**src/rtl/multicycle_control_unit.sv**
```systemverilog
// multicycle_control_unit: IF/ID/EX/MEM/WB sequencer with memory handshake, traps and retire counter
module multicycle_control_unit #(
  parameter int CNT_W = 16,
  parameter int MEM_TIMEOUT = 15
) (
  input  logic             clk,
  input  logic             reset,
  input  logic [3:0]       opcode,
  input  logic             mem_ready,
  output logic             pc_write,
  output logic             jump,
  output logic             beq,
  output logic             bne,
  output logic             mem_read,
  output logic             mem_write,
  output logic             alu_src,
  output logic             reg_dst,
  output logic             mem_to_reg,
  output logic             reg_write,
  output logic [1:0]       alu_op,
  output logic             illegal_instr,
  output logic             bus_error,
  output logic             halted,
  output logic [CNT_W-1:0] instr_count
);
  localparam int WW = MEM_TIMEOUT < 2 ? 1 : $clog2(MEM_TIMEOUT + 1);
  typedef enum logic [2:0] {S_IF, S_ID, S_EX, S_MEM, S_WB, S_TRAP} state_t;
  state_t state, nxt;
  logic [3:0] ir_op;
  logic [WW-1:0] wcnt;
  logic lw, sw, rt, bq, bn, jp, ill, act, timeout;
  assign lw = ir_op == 4'd0;
  assign sw = ir_op == 4'd1;
  assign rt = ir_op inside {[4'd2:4'd9]};
  assign bq = ir_op == 4'd11;
  assign bn = ir_op == 4'd12;
  assign jp = ir_op == 4'd13;
  assign ill = !(lw | sw | rt | bq | bn | jp);
  assign act = state inside {S_ID, S_EX, S_MEM, S_WB};
  assign timeout = MEM_TIMEOUT != 0 && !mem_ready && wcnt + 1'b1 == WW'(MEM_TIMEOUT);
  always_ff @(posedge clk or posedge reset)
    if (reset) state <= S_IF;
    else state <= nxt;
  always_comb begin
    nxt = state;
    case (state)
      S_IF:   nxt = S_ID;
      S_ID:   nxt = ill ? S_TRAP : S_EX;
      S_EX:   nxt = rt ? S_WB : (lw | sw) ? S_MEM : S_IF;
      S_MEM:  nxt = mem_ready ? (lw ? S_WB : S_IF) : timeout ? S_TRAP : S_MEM;
      S_WB:   nxt = S_IF;
      S_TRAP: nxt = S_TRAP;
      default: nxt = S_IF;
    endcase
  end
  always_comb begin
    alu_src    = act & (lw | sw);
    mem_to_reg = act & lw;
    reg_dst    = act & rt;
    alu_op     = !act ? 2'b00 : (lw | sw) ? 2'b10 : (bq | bn) ? 2'b01 : 2'b00;
    jump       = state == S_EX && jp;
    beq        = state == S_EX && bq;
    bne        = state == S_EX && bn;
    mem_read   = state == S_MEM && lw;
    mem_write  = state == S_MEM && sw;
    reg_write  = state == S_WB;
    pc_write   = (state == S_EX && (bq | bn | jp)) || (state == S_MEM && sw && mem_ready) || state == S_WB;
    halted     = state == S_TRAP;
  end
  always_ff @(posedge clk or posedge reset)
    if (reset) begin
      ir_op         <= '0;
      wcnt          <= '0;
      instr_count   <= '0;
      illegal_instr <= 1'b0;
      bus_error     <= 1'b0;
    end else begin
      ir_op         <= state == S_IF ? opcode : ir_op;
      wcnt          <= state == S_EX ? '0 : (state == S_MEM && !mem_ready) ? wcnt + 1'b1 : wcnt;
      instr_count   <= instr_count + CNT_W'(pc_write);
      illegal_instr <= illegal_instr | (state == S_ID && ill);
      bus_error     <= bus_error | (state == S_MEM && timeout);
    end
endmodule

```
**config.mk**
```make
export PLATFORM = sky130hd
export DESIGN_NAME = multicycle_control_unit
export DESIGN_NICKNAME = d
export VERILOG_FILES = /design/src/rtl/multicycle_control_unit.sv
export SDC_FILE = /design/constraint.sdc
export NUM_CORES = 1
export LEC_CHECK = 0
export ABC_CLOCK_PERIOD_IN_PS = 3170
export BUFFER_PORTS_ARGS = -buffer_cell sky130_fd_sc_hd__buf_2
export CORE_ASPECT_RATIO = 1.75
export CORE_MARGIN = 1
export CORE_UTILIZATION = 52
export DETAILED_ROUTE_END_ITERATION = 12
export PLACE_DENSITY = 0.78
export SYNTH_ARGS = -nofsm -noshare
export SYNTH_HDL_FRONTEND = slang
export SYNTH_SLANG_ARGS = --single-unit
```
**constraint.sdc**
```tcl
create_clock -name clk -period 3.17 [get_ports clk]
set_input_delay 0.1585 -clock clk [delete_from_list [all_inputs] [get_ports clk]]
set_output_delay 0.1585 -clock clk [all_outputs]
set_load 0.01 [all_outputs]
```
Word-level counts from Yosys, hierarchy flattened
Cells that the tools add are included.

Equality and inequality tests: 10. Bitwise gates (word level): 12. Div/mod/pow operators: 0. Mux-type cells: 12. Multiply operators: 0. Reduce and logical (&&, ||, !) cells: 20. Shift operators: 0. Magnitude comparators: 2. $add $sub $neg: 2.

Operators by type and width (number): $add 16x1->16 (1); $eq 4x4->1 const B (4); $mux 3 (5); $pmux 3 s5 (1); $logic_and 1x1->1 (12); $or 1x1->1 (9); $mux 4 (2); $eq 3x2->1 const B (2); $eq 3x3->1 const B (2); $mux 2 (3); $add 4x1->4 const B (1); $eq 4x1->1 const B (1); $ge 4x2->1 const B (1); $le 4x4->1 const B (1); $logic_not 4->1 (1); $reduce_bool 4->1 (1); $and 1x1->1 (3); $eq 3x1->1 const B (1); $logic_not 3->1 (1); $logic_not 1->1 (2); $logic_or 1x1->1 (2); $reduce_bool 2->1 (1); $mux 1 (1).

Word-level logic and storage cells: 64. Memories kept: 0. Latch bits: 0. RAM bits: 0. Bits in read-only memories: 0. Output and inout port bits: 31. Input port bits: 7. Register bits after elaboration: 29.

Logic depth before layout (Yosys ltp)
Depth in word-level cells: 9. Gate-level depth with buffers: 11. Gate-level depth less buffers: 9.

Worst setup path before layout
No wires, ideal clock.

Path type: register to register. Start point: reg ir_op[1]. End point: reg instr_count[10]. Clock period less this slack: 2559 ps. Required time: 3045 ps. Slack: 611 ps. Arrival: 2434 ps. Path buffers: 1. Cell stages (with the launch flop): 10. Library setup time: 125 ps. Cell sequence: dfrtp_1 -> or3_1 -> clkbuf_2 -> nor3_1 -> a211o_1 -> ha_1 -> ha_1 -> and3_1 -> nand4_1 -> xnor2_1.

Elaborated cells on any way between the ends: 12. Those cells by class: add/sub: 1; eq/ne: 4; bitwise: 2; reduce/logical: 5.

RTL lines: start, declared (RTL line 29) `logic [3:0] ir_op;`; start signal, assigned (RTL line 78) `ir_op <= state == S_IF ? opcode : ir_op;`; $eq 4x1->1 (RTL line 33) `assign sw = ir_op == 4'd1;`; $logic_and 1x1->1; net mem_write (RTL line 15) `output logic mem_write,`; $logic_and 1x1->1 (RTL line 67) `pc_write = (state == S_EX && (bq | bn | jp)) || (state == S_MEM && sw && mem_ready) || state == S_WB;`; $logic_or 1x1->1 (2 in series) (RTL line 67); net pc_write (RTL line 10) `output logic pc_write,`; $add 16x1->16 (RTL line 80) `instr_count <= instr_count + CNT_W'(pc_write);`; end signal, assigned (RTL line 80); end, declared (RTL line 24) `output logic [CNT_W-1:0] instr_count`.

The timed path passes the listed nets, and every way through them passes these cells. A chain may end at the register's enable or synchronous reset.

Worst setup path after layout
Start point: reg state[1]. End point: reg instr_count[10].

Cells in the longest elaborated chain, start to end: 6. Elaborated cells on any way between the ends: 9. Those cells by class: add/sub: 1; eq/ne: 3; reduce/logical: 5.

RTL lines: start, declared (RTL line 28) `state_t state, nxt;`; start signal, assigned (RTL line 43) `else state <= nxt;`; $eq 3x2->1 (RTL line 67); $logic_and 1x1->1 (2 in series) (RTL line 67); $logic_or 1x1->1 (RTL line 67); $logic_or 1x1->1 * (RTL line 67); $add 16x1->16 * (RTL line 80).

Mark *: on every way between the ends. The rest lies on a longest branch, timed or not.

==> results.toml <==
[clocking]
cts.clk_slew.worst_paths_ns = 0.06
cts_root_buf = "clkbuf_8"
h-tree-depth = 2
post-cts-setup-buffer-count = 0
insertion_delay_ns = 0.28
clockBufferDepth = 2
numCtsBuffers = 5
cts_tree = "built"
cts_resized = 0
cts_hold_buf = 0
cts.sink_count = 29

[yosys]
synthFlopType = "dfrtp_1"
synth.yosys.seq_area_share = 0.487
postSynthAreaPerCell_sq_um = 10.2
syn_nets = 157
yosysWarnings = 0
synth-async-reset-ratio = 1.00
yosysTopAreaCellShare = 0.487
synthTopCellsByArea = "dfrtp_1 (49%), xnor2_1 (5.3%), xor2_1 (4.1%)"
synth_edf_count = 0
synth_cells = 146
synth_cell_types = 43
syn_area_sq_um = 1490
synth_seq_cells = 29
synth_top_area_cell = "dfrtp_1"

[floorplanning]
start_util = 0.548
rows = 25
core_sq_um = 2720
fp.dieW_um = 42.5
die_h_um = 72.8
dieArea_sq_um = 3090
io_pins = 38

[sta]
max_freq_ghz = 0.375
finalHoldViolations = 0
fin_skew_ns = 0.00738
finalSetupViolCount = 0
drv_slew = 0
tightest_slew_ns = 1.06
layout_min_cycle_time_ns = 2.67
post-route-period-util = 0.841
maxSlewHeadroom = 0.293
setup_tns_ns = 0
rsz0062_at_grt = "no"

[hold_path]
worst_hold_path_type = "in -> reg"
whs_endpoint = "ir_op[3]"
worstHoldStart = "opcode[3]"
whs_path_depth = 3

[worst_setup_path]
worstPathMaxFanout = 10
crit_type = "reg -> reg"
end_kind = "register"
critPathTopFamily = "simple AND/OR/NAND/NOR gates"
r2r_end = "instr_count[10]"
worstPathCellList = "or3b_1, or2_4, a21oi_2, a211o_1, ha_1, ha_1, and3_1, nand4_1, xnor2_1"
rrSetupSlack_ns = 0.50
slowest_stage = "dfrtp_1"
worstSetupStartpointType = "register"
rr_startpoint = "state[1]"
path_buf_inv = 0
reg2reg_depth = 9
arrival_ns = 2.83
worstPathRequired_ns = 3.34
slowest_delay_ns = 0.51
crit_top_cell = "ha_1"

[global_routing]
grt_max_degree = 30
grt-ovfl-total = 0
grtUsageTotal = 0.231
antenna_found_initial = 0
grt_pass1_wl_um = 5330
grt_pass1_vias = 1182

[run]
maxCapViolCount = 0

[routing]
drc_errors = 0
drt_pass1_iterations = 4
antenna_left = 0
wl_per_cell_um = 15.1
drt_iter0_markers = 25
drt-total-wl_um = 3190
via_per_inst = 5.65
num_vias = 1193

[power]
vdd_ir_drop_max_mv = 0.475
leakagePower_uw = 0.000926
finalPower_uw = 1330
powerDensity_nw_per_um2 = 760

[placement]
port_buffers = 37
gp_congestion = 0.862
dpl.hpwl_um = 2350

[finish]
final_common_cell = "buf_2"
drive_gt1_frac = 0.266
mostFrequentLayoutCells = "buf_2 (37), dfrtp_1 (29), nand2_1 (11)"
area_growth_pct = 17.0
layout.nets = 194
n_antenna_cell = 0

[run_status]
outcome = "complete, no violations"
[cell usage after synthesis (2+ instances only)]
master and n:
a211o_1 2, a21o_1 2, and3_1 2, buf_2 2, buf_4 2, dfrtp_1 29, ha_1 4, inv_1 7
mux2_2 2, nand2_1 11, nand2b_1 4, nand3_1 10, nand3b_1 2, nand4_1 2, nor2_1 6, nor3_1 7
nor3b_1 3, o21ai_0 8, o22ai_1 2, o31ai_1 2, xnor2_1 9, xor2_1 7
[how the worst max path moves through the flow]
stage              from              end  slack, ns  depth (start not counted)
2_1_floorplan  ir_op[1]  instr_count[10]       0.61                          9
3_3_place_gp   state[0]  instr_count[10]       0.68                          9
3_5_place_dp   state[1]  instr_count[10]       0.53                          9
4_1_cts        state[0]  instr_count[10]       0.51                          9
5_1_grt        state[1]  instr_count[10]       0.28                          9
6_report       state[1]  instr_count[10]       0.50                          9
[sequential cells by signal, summed over array words and instances, names as in the netlist]
signal,cells
ir_op,4
bus_error,1
instr_count,16
state,3
illegal_instr,1
wcnt,4
[tightest hold or removal path, delay by kind of cell]
| kind | cells | cell delay (ns) |
|---|---|---|
| compound gates | 1 | 0.06 |
| buf+inv | 1 | 0.08 |
| simple gates | 1 | 0.03 |
[power by group]
group          switching (uW)  internal, uW
Combinational             255           198
Clock                     134           156
Sequential                128           455
Total                     518           809
[logic make-up (layout without fill, tap and decap cells)]
group,Yosys count,count (layout),synth area share
flip-flops,29,29,0.487
XOR/XNOR,16,16,0.0940
AO/OA/AOI/OAI,22,22,0.0973
multiplexers,2,2,0.0151
adder cells (fa/ha/maj),4,4,0.0336
AND/OR/NAND/NOR,59,59,0.226
buffers and inverters,14,52,0.0478
[metal layers]
layer,share of wire,wire (um),up-vias,GRT usage
li1,-,-,579,-
met5,0,0,-,0
met1,0.40,1270,579,0.265
met2,0.55,1770,31,0.405
met4,0.014,46,0,0.101
met3,0.032,103,4,0.0520
[area by class of cell]
type	instances	area (sq um)
sequential	29	726
timing repair buffer	37	185
clock buffer	8	80.1
fill	239	976
inverter	7	26.3
multi-input combinational	103	694
tap	27	33.8
[per-stage QoR]
step	hold slack, ns	instance area [sq um]	utilization	std cells	setup WS (ns)
finish	0.0989	1750	0.641	211	0.503
floorplan	0.237	1490	-	146	0.611
detailed placement	0.385	1670	0.612	203	0.528
global route	0.106	1750	0.641	211	0.279
CTS	0.0967	1750	0.641	211	0.514
global placement	0.370	1670	0.612	203	0.678
(Power assumes the default switching activity.)
